[config.mk]
export PLATFORM = sky130hd
export DESIGN_NAME = risc_sequencer_flat
export DESIGN_NICKNAME = d
export VERILOG_FILES = /design/src/rtl/risc_pkg.sv /design/src/rtl/risc_sequencer_if.sv /design/src/rtl/risc_phase_counter.sv /design/src/rtl/risc_sequencer.sv /design/src/flat_wrapper.sv
export SDC_FILE = /design/constraint.sdc
export NUM_CORES = 1
export LEC_CHECK = 0
export ABC_AREA = 1
export BUFFER_PORTS_ARGS = -buffer_cell sky130_fd_sc_hd__buf_2
export CORE_AREA = 2 2 39 41
export CTS_CLUSTER_DIAMETER = 100
export DETAILED_ROUTE_END_ITERATION = 7
export DIE_AREA = 0 0 41 43
export GPL_ROUTABILITY_DRIVEN = 0
export PLACE_DENSITY = 0.77
export SYNTH_ARGS = -nofsm -noshare
export SYNTH_HDL_FRONTEND = slang
export SYNTH_SLANG_ARGS = --single-unit
[constraint.sdc]
create_clock -name clk -period 1.3 [get_ports clk]
set_clock_uncertainty 0.2 [all_clocks]
set_input_delay 0.26 -clock clk [delete_from_list [all_inputs] [get_ports clk]]
set_output_delay 0.26 -clock clk [all_outputs]
set_load 0.1 [all_outputs]
[src/rtl/risc_pkg.sv]
// risc_pkg: shared opcode, alu op and phase constants for the VeriRISC sequencer and alu
package risc_pkg;
  localparam int OPC_W = 4;
  localparam int ALU_OP_W = 3;
  localparam logic [OPC_W-1:0] OP_HLT = 4'd0, OP_SKZ = 4'd1, OP_ADD = 4'd2, OP_SUB = 4'd3,
                               OP_AND = 4'd4, OP_OR = 4'd5, OP_XOR = 4'd6, OP_LDA = 4'd7,
                               OP_STO = 4'd8, OP_JMP = 4'd9;
  localparam logic [ALU_OP_W-1:0] ALU_ADD = 3'd0, ALU_SUB = 3'd1, ALU_AND = 3'd2,
                                  ALU_OR = 3'd3, ALU_XOR = 3'd4;
  localparam logic [2:0] PH_INST_ADDR = 3'd0, PH_INST_FETCH = 3'd1, PH_INST_LOAD = 3'd2,
                         PH_IDLE = 3'd3, PH_OP_ADDR = 3'd4, PH_OP_FETCH = 3'd5,
                         PH_ALU_OP = 3'd6, PH_STORE = 3'd7;
  typedef enum logic {ST_RUN, ST_HALTED} state_t;
  function automatic logic is_aluop(input logic [OPC_W-1:0] opc);
    return opc inside {[OP_ADD:OP_LDA]};
  endfunction
  // LDA reuses OR with operand a forced to zero, so the result is the memory operand
  function automatic logic [ALU_OP_W-1:0] alu_map(input logic [OPC_W-1:0] opc);
    return opc == OP_SUB ? ALU_SUB :
           opc == OP_AND ? ALU_AND :
           opc == OP_OR  ? ALU_OR  :
           opc == OP_XOR ? ALU_XOR :
           opc == OP_LDA ? ALU_OR  : ALU_ADD;
  endfunction
endpackage

[src/rtl/risc_sequencer_if.sv]
// risc_sequencer_if: control bundle between the sequencer (master) and the datapath (slave)
interface risc_sequencer_if;
  import risc_pkg::*;
  logic                en;
  logic [OPC_W-1:0]    opcode;
  logic                zero;
  logic [ALU_OP_W-1:0] alu_op;
  logic                a_zero, sel, rd, wr, ld_ir, ld_ac, ld_pc, inc_pc, data_e, halt;
  logic [2:0]          phase;
  modport master (input en, opcode, zero,
                  output alu_op, a_zero, sel, rd, wr, ld_ir, ld_ac, ld_pc, inc_pc, data_e, halt, phase);
  modport slave  (output en, opcode, zero,
                  input alu_op, a_zero, sel, rd, wr, ld_ir, ld_ac, ld_pc, inc_pc, data_e, halt, phase);
endinterface

[src/rtl/risc_phase_counter.sv]
// risc_phase_counter: 3-bit wrapping phase counter with enable and hold
module risc_phase_counter (
  input  logic       clk,
  input  logic       rst,
  input  logic       en_i,
  input  logic       hold_i,
  output logic [2:0] phase_o
);
  logic [2:0] phase_q, phase_d;
  // advance one phase per enabled clock unless held; 7 wraps to 0
  always_comb phase_d = (en_i && !hold_i) ? phase_q + 3'd1 : phase_q;
  // phase register
  always_ff @(posedge clk or posedge rst)
    if (rst) phase_q <= 3'd0;
    else     phase_q <= phase_d;
  assign phase_o = phase_q;
endmodule

[src/rtl/risc_sequencer.sv]
// risc_sequencer: eight-phase VeriRISC instruction sequencer; RISC_SEQ_ILLEGAL_TRAP_EN adds an illegal-opcode trap
module risc_sequencer
  import risc_pkg::*;
(
  input  logic             clk,
  input  logic             rst,
  risc_sequencer_if.master bus
`ifdef RISC_SEQ_ILLEGAL_TRAP_EN
  ,
  output logic             illegal_o
`endif
);
  state_t     state_q, state_d;
  logic [2:0] ph;
  logic       run, strobe, trap, go_halt;
  assign run     = state_q == ST_RUN;
  assign strobe  = run && bus.en;
  assign go_halt = strobe && ph == PH_OP_ADDR && (bus.opcode == OP_HLT || trap);
`ifdef RISC_SEQ_ILLEGAL_TRAP_EN
  logic illegal_q;
  assign trap = bus.opcode > OP_JMP;
  // sticky illegal flag, cleared only by reset
  always_ff @(posedge clk or posedge rst)
    if (rst)                  illegal_q <= 1'b0;
    else if (go_halt && trap) illegal_q <= 1'b1;
  assign illegal_o = illegal_q;
`else
  assign trap = 1'b0;
`endif
  // halting freezes the counter at the op-address phase
  risc_phase_counter u_phase (
    .clk    (clk),
    .rst    (rst),
    .en_i   (bus.en),
    .hold_i (!run || go_halt),
    .phase_o(ph)
  );
  // run/halted state register
  always_ff @(posedge clk or posedge rst)
    if (rst) state_q <= ST_RUN;
    else     state_q <= state_d;
  // next state and decode; edge strobes gated by en, levels by run only
  always_comb begin
    state_d    = go_halt ? ST_HALTED : state_q;
    bus.sel    = run && ph <= PH_IDLE;
    bus.rd     = run && ((ph >= PH_INST_FETCH && ph <= PH_IDLE) || (is_aluop(bus.opcode) && ph >= PH_OP_FETCH));
    bus.ld_ir  = strobe && (ph == PH_INST_LOAD || ph == PH_IDLE);
    bus.inc_pc = strobe && ((ph == PH_OP_ADDR && !trap) || (ph == PH_ALU_OP && bus.opcode == OP_SKZ && bus.zero));
    bus.ld_ac  = strobe && ph == PH_STORE && is_aluop(bus.opcode);
    bus.ld_pc  = strobe && ph >= PH_ALU_OP && bus.opcode == OP_JMP;
    bus.data_e = run && ph >= PH_ALU_OP && bus.opcode == OP_STO;
    bus.wr     = strobe && ph == PH_STORE && bus.opcode == OP_STO;
    bus.halt   = !run;
    bus.alu_op = (run && !rst) ? alu_map(bus.opcode) : ALU_ADD;
    bus.a_zero = run && !rst && bus.opcode == OP_LDA;
    bus.phase  = ph;
  end
endmodule

[src/flat_wrapper.sv]
// flat-port wrapper written by rule: the top's interface ports become plain ports
module risc_sequencer_flat import risc_pkg::*;
  (clk, rst, bus_en, bus_opcode, bus_zero, bus_alu_op, bus_a_zero, bus_sel, bus_rd, bus_wr, bus_ld_ir, bus_ld_ac, bus_ld_pc, bus_inc_pc, bus_data_e, bus_halt, bus_phase);
  risc_sequencer_if bus_i ();
  input  logic clk;
  input  logic rst;
  input wire logic [$bits(bus_i.en)-1:0] bus_en;
  input wire logic [$bits(bus_i.opcode)-1:0] bus_opcode;
  input wire logic [$bits(bus_i.zero)-1:0] bus_zero;
  output wire logic [$bits(bus_i.alu_op)-1:0] bus_alu_op;
  output wire logic [$bits(bus_i.a_zero)-1:0] bus_a_zero;
  output wire logic [$bits(bus_i.sel)-1:0] bus_sel;
  output wire logic [$bits(bus_i.rd)-1:0] bus_rd;
  output wire logic [$bits(bus_i.wr)-1:0] bus_wr;
  output wire logic [$bits(bus_i.ld_ir)-1:0] bus_ld_ir;
  output wire logic [$bits(bus_i.ld_ac)-1:0] bus_ld_ac;
  output wire logic [$bits(bus_i.ld_pc)-1:0] bus_ld_pc;
  output wire logic [$bits(bus_i.inc_pc)-1:0] bus_inc_pc;
  output wire logic [$bits(bus_i.data_e)-1:0] bus_data_e;
  output wire logic [$bits(bus_i.halt)-1:0] bus_halt;
  output wire logic [$bits(bus_i.phase)-1:0] bus_phase;
  assign bus_i.en = bus_en;
  assign bus_i.opcode = bus_opcode;
  assign bus_i.zero = bus_zero;
  assign bus_alu_op = bus_i.alu_op;
  assign bus_a_zero = bus_i.a_zero;
  assign bus_sel = bus_i.sel;
  assign bus_rd = bus_i.rd;
  assign bus_wr = bus_i.wr;
  assign bus_ld_ir = bus_i.ld_ir;
  assign bus_ld_ac = bus_i.ld_ac;
  assign bus_ld_pc = bus_i.ld_pc;
  assign bus_inc_pc = bus_i.inc_pc;
  assign bus_data_e = bus_i.data_e;
  assign bus_halt = bus_i.halt;
  assign bus_phase = bus_i.phase;
  risc_sequencer u_core (.clk(clk), .rst(rst), .bus(bus_i));
endmodule
==> Flow_metrics.wiki, run 1 <==
{| class="wikitable"
! Metric !! Value
|-
| Result of the run || stopped before the end
|-
| Stop stage || clock tree synthesis (4_1_cts)
|-
| Error that ended the run || [ERROR DPL-0038] Utilization greater than 100%, impossible to legalize
|-
| Total number of placement rows || 14
|-
| Synthesis Warnings || 0
|-
| Cells after Synth || 78
|-
| Post-CTS Setup Repair Bufs || 1
|-
| Number of register bits inferred by synthesis || 4
|-
| Post-Synthesis Net Count || 92
|-
| Share of the synthesized area in the top cell type || 20.6%
|-
| Area of the mapped netlist || 485 sq um
|-
| Post-Syn Area per Cell || 6.22 sq um
|-
| Horizontal extent of the die || 41 um
|-
| Synth area leaders || dfrtp_1, ha_1, nand2_1
|-
| Number of clock buffers inserted by TritonCTS || 3
|-
| Cell accounting for the most synthesized area || dfrtp_1
|-
| Count of clock tree sinks || 4
|-
| Area of placed instances || 1280 sq um
|-
| Synth unique cells || 16
|-
| Worst slack at placement || -0.656 ns
|-
| Number of top-level pins || 24
|-
| HPWL after detailed placement || 2.13 mm
|-
| H-tree levels || 1
|-
| Number of buffer cells added on primary ports || 23
|-
| Chip height || 43 um
|-
| Buffers from clock root to sink, at most || 2
|-
| Clk Tree Root Cell || clkbuf_4
|-
| Number of buffers added to fix hold violations after cts || 1
|-
| Post-synthesis sequential area ratio || 20.6%
|-
| Resized Gates After CTS || 32
|-
| Starting Density || 35.1%
|}
per-stage QoR:
stage | cells | utilization [%] | hold slack, ns | TNS, ns
3_3_place_gp | 145 | 92.7 | 0.119 | -6.70
3_5_place_dp | 145 | 92.7 | 0.125 | -7.70
2_1_floorplan | 78 | - | -0.134 | -12.66
Yosys cell counts:
cell type	n
a21oi_1	3
a31oi_1	1
o21bai_2	1
nor2_2	1
nand2_4	1
dfrtp_1	4
o21ai_0	1
ha_1	6
nor4_1	2
nor3_1	5
nor2_1	7
nand4_1	4
inv_1	13
nand3_1	7
nand2_1	20
inv_2	2
cell families after synthesis:
| logic type | Yosys count | synth area share, % |
|---|---|---|
| compound gates | 6 | 7.73 |
| fa+ha+maj | 6 | 15.5 |
| buf+inv | 15 | 11.6 |
| flops | 4 | 20.6 |
| simple gates | 47 | 44.6 |
==> inputs of run 2 (changes only) <==
Settings changed: CORE_AREA 2 2 39 41 to 2 2 63 65, CTS_CLUSTER_DIAMETER 100 to default, DIE_AREA 0 0 41 43 to 0 0 65 67, PLACE_DENSITY 0.77 to default, PLACE_DENSITY_LB_ADDON from default to 0.15.
Clock period 1.3 ns to 1.7 ns, I/O delays scaled along.
==> run 2 against run 1 <==
The flow now finishes, with violations (setup timing). Area after synthesis unchanged. Synthesized cell count stayed put.
==> Flow_metrics.wiki, run 2 <==
{| class="wikitable"
! Metric !! Value
|-
| Result of the run || finished, violations left
|-
| Violations in the final reports || setup timing
|-
| Share of final-layout standard cells stronger than drive strength 1 || 76.6%
|-
| Buffers from clock root to sink, at most || 2 (unchanged)
|-
| Total congestion overflow after global routing || 0
|-
| Post-layout minimum cycle time || 2.08 ns
|-
| Chip height || 67 um (+56%)
|-
| Number of clock buffers inserted by TritonCTS || 3 (unchanged)
|-
| Synth area leaders || dfrtp_1, ha_1, nand2_1
|-
| Starting Density || 13.5% (-22 points)
|-
| Transition time of the tightest slew-check pin || 0.298 ns
|-
| Number of top-level pins || 24 (unchanged)
|-
| Worst vdd ir || 0.000331 V
|-
| Most common library cell in the layout ignoring fill and taps || buf_4
|-
| Overall Global Routing Usage || 10.5%
|-
| Avg Vias per Cell || 3.94
|-
| H-tree levels || 1 (unchanged)
|-
| Max-slew violation count || 0
|-
| Horizontal extent of the die || 65 um (+59%)
|-
| Average routed wire per standard cell || 10.4 um
|-
| Cells after Synth || 78 (unchanged)
|-
| Unrepaired setup endpoints after global routing || true
|-
| Clock latency at the later pin of the worst-skew pair || 0.22 ns
|-
| Initial antenna violation count || 0
|-
| Clk Tree Root Cell || clkbuf_8
|-
| Placeable Area || 3610 sq um
|-
| Count of antenna diodes in the layout || 0
|-
| Number of buffer cells added on primary ports || 23 (unchanged)
|-
| HPWL after detailed placement || 1.64 mm (-23%)
|-
| Largest net degree at the start of global routing || 7
|-
| Proportion of synthesized flip-flops having asynchronous set or reset || 100% (unchanged)
|-
| Post-Route Hold Slack || 0.427 ns
|-
| Wire length of the first global-routing pass || 3.51 mm
|-
| Post-Synthesis Net Count || 92 (unchanged)
|-
| Clock tree from TritonCTS || done
|-
| Post-Syn Area per Cell || 6.22 sq um (unchanged)
|-
| Final setup margin || -0.383 ns
|-
| Critical Path RT || 1.16 ns
|-
| Number of global-route vias before repair || 776
|-
| Leading cell type by number of instances after synthesis || nand2_1
|-
| Commonest cells post-synth || nand2_1, inv_1, nand3_1, nor2_1, ha_1
|-
| Fillcell total || 355
|-
| Final wirelength || 1.97 mm
|-
| 1st-pass router iterations || 3
|-
| Number of enable flip-flop cells after synthesis || 0 (unchanged)
|-
| Max Cap Violations || 0
|-
| Commonest cells after routing, fill and taps aside || buf_4, buf_12, nand2_1
|-
| Post-synthesis sequential area ratio || 20.6% (unchanged)
|-
| Synthesis Warnings || 0 (unchanged)
|-
| Final hold violation count || 0
|-
| Number of register bits inferred by synthesis || 4 (unchanged)
|-
| Post-detailed-route DRC marker count || 0
|-
| Areal power density over the cells || 229 nW/um^2
|-
| Total number of vias || 744
|-
| Total die area || 4360 sq um
|-
| Worst Setup End Kind || output pin
|-
| Total number of placement rows || 22 (+8)
|-
| Max FFs per register || 3
|-
| Synth unique cells || 16 (unchanged)
|-
| Endpoints failing setup || 12
|-
| Path class of the lowest-slack min-delay path || in2reg
|-
| Relative area change from synthesis to final layout || 223%
|-
| Clock transition time at the flip-flop clock pins of the worst setup and hold paths || 0.03 ns
|-
| Initial drt markers || 29
|-
| Leakage power || 0.734 nW
|-
| Maximum frequency from static timing analysis || 0.480 GHz
|-
| Count of clock tree sinks || 4 (unchanged)
|-
| Area of the mapped netlist || 485 sq um (unchanged)
|-
| Critical path launch point type || register
|-
| Fraction of the cycle the final worst path needs || 123%
|-
| Crit Path Class || reg2out
|-
| Critical path data arrival time || 1.54 ns
|-
| Final antenna-violating net count || 0
|-
| Crit Path Max Fanout || 4
|-
| NumNets Final || 157
|-
| Worst slew margin relative to its limit || 80.1%
|-
| Share of the synthesized area in the top cell type || 20.6% (unchanged)
|-
| Cell accounting for the most synthesized area || dfrtp_1
|-
| Setup TNS || -3.25 ns
|-
| Flip-flop cell with the highest count after synthesis || dfrtp_1
|}
-- run 2: cell counts after synthesis --
Identical to the previous run, type by type.
-- run 2: repair_timing --
| item | CTS | global route |
|---|---|---|
| buffers inserted | 2 | 2 |
| pin swaps | 13 | 11 |
| endpoints found under the setup margin | 15 | 15 |
| resized for setup | 21 | 16 |
| endpoints found under the hold margin | 4 | 0 |
| hold buffers | 1 | 0 |
-- run 2: routing by layer --
layer	track usage (%)	share of wire, %
met4	3.99	0.56
met5	0	0
met2	17.7	51
met3	2.36	5.0
met1	12.9	43
-- run 2: kinds of logic (layout without fill, tap and decap cells) --
| group | Yosys count | count (layout) | share of synthesized area, % |
|---|---|---|---|
| AOI/OAI and AO/OA | 6 | 6 | 7.73 |
| DFF | 4 | 4 | 20.6 |
| adders and majority gates | 6 | 6 | 15.5 |
| buffers and inverters | 15 | 78 | 11.6 |
| and+or+nand+nor | 47 | 47 | 44.6 |
-- run 2: final cells by class --
type	instances	area, sq um	share of cell area (%)
clock buffers	3	41.3	2.63
repair buffers	60	658	41.9
flip-flops and latches	4	115	7.33
well taps	48	60.1	3.82
multi-input cells	59	627	39.9
inverters	15	68.8	4.38
-- run 2: critical path, stage by stage (launching register included) --
cell	delay (ns)
dfrtp_4	0.50
ha_4	0.19
ha_4	0.16
inv_4	0.05
nand3_2	0.09
nand3_4	0.10
nand2_8	0.05
buf_12	0.17
-- run 2: power breakdown --
| part | leakage, nW | total, mW | internal [mW] | switching, mW |
|---|---|---|---|---|
| clock | 0.0216 | 0.199 | 0.151 | 0.0478 |
| combinational | 0.668 | 0.0655 | 0.0307 | 0.0348 |
| sequential | 0.0449 | 0.0959 | 0.0959 | 0 |
-- run 2: path summary, 6_finish.rpt --
path                                                start                         to  slack (ns)  depth (start not counted)
worst min register to register  u_core.u_phase.phase_o[0]  u_core.u_phase.phase_o[0]        0.52                          3
min in group asynchronous                             rst  u_core.u_phase.phase_o[2]        0.51                          4
worst max register to register  u_core.u_phase.phase_o[0]  u_core.u_phase.phase_o[2]        0.08                          9
worst max-delay path            u_core.u_phase.phase_o[0]                     bus_rd       -0.38                          7
max in group asynchronous                             rst  u_core.u_phase.phase_o[1]        0.67                          4
worst min-delay path                        bus_opcode[3]  u_core.u_phase.phase_o[1]        0.43                          6
-- run 2: per-stage QoR --
stage	worst slack [ns]	std cells	power, mW	area, sq um	util [%]
2_1_floorplan	-0.913	78	0.117	697	-
3_3_place_gp	-0.179	182	0.161	1360	37.7
3_5_place_dp	-0.199	182	0.161	1360	37.7
4_1_cts	-0.394	188	0.367	1510	41.8
5_1_grt	-0.439	189	0.385	1570	43.5
6_report	-0.383	189	0.360	1570	43.5
Note: power is estimated with default switching activity, not from simulation.
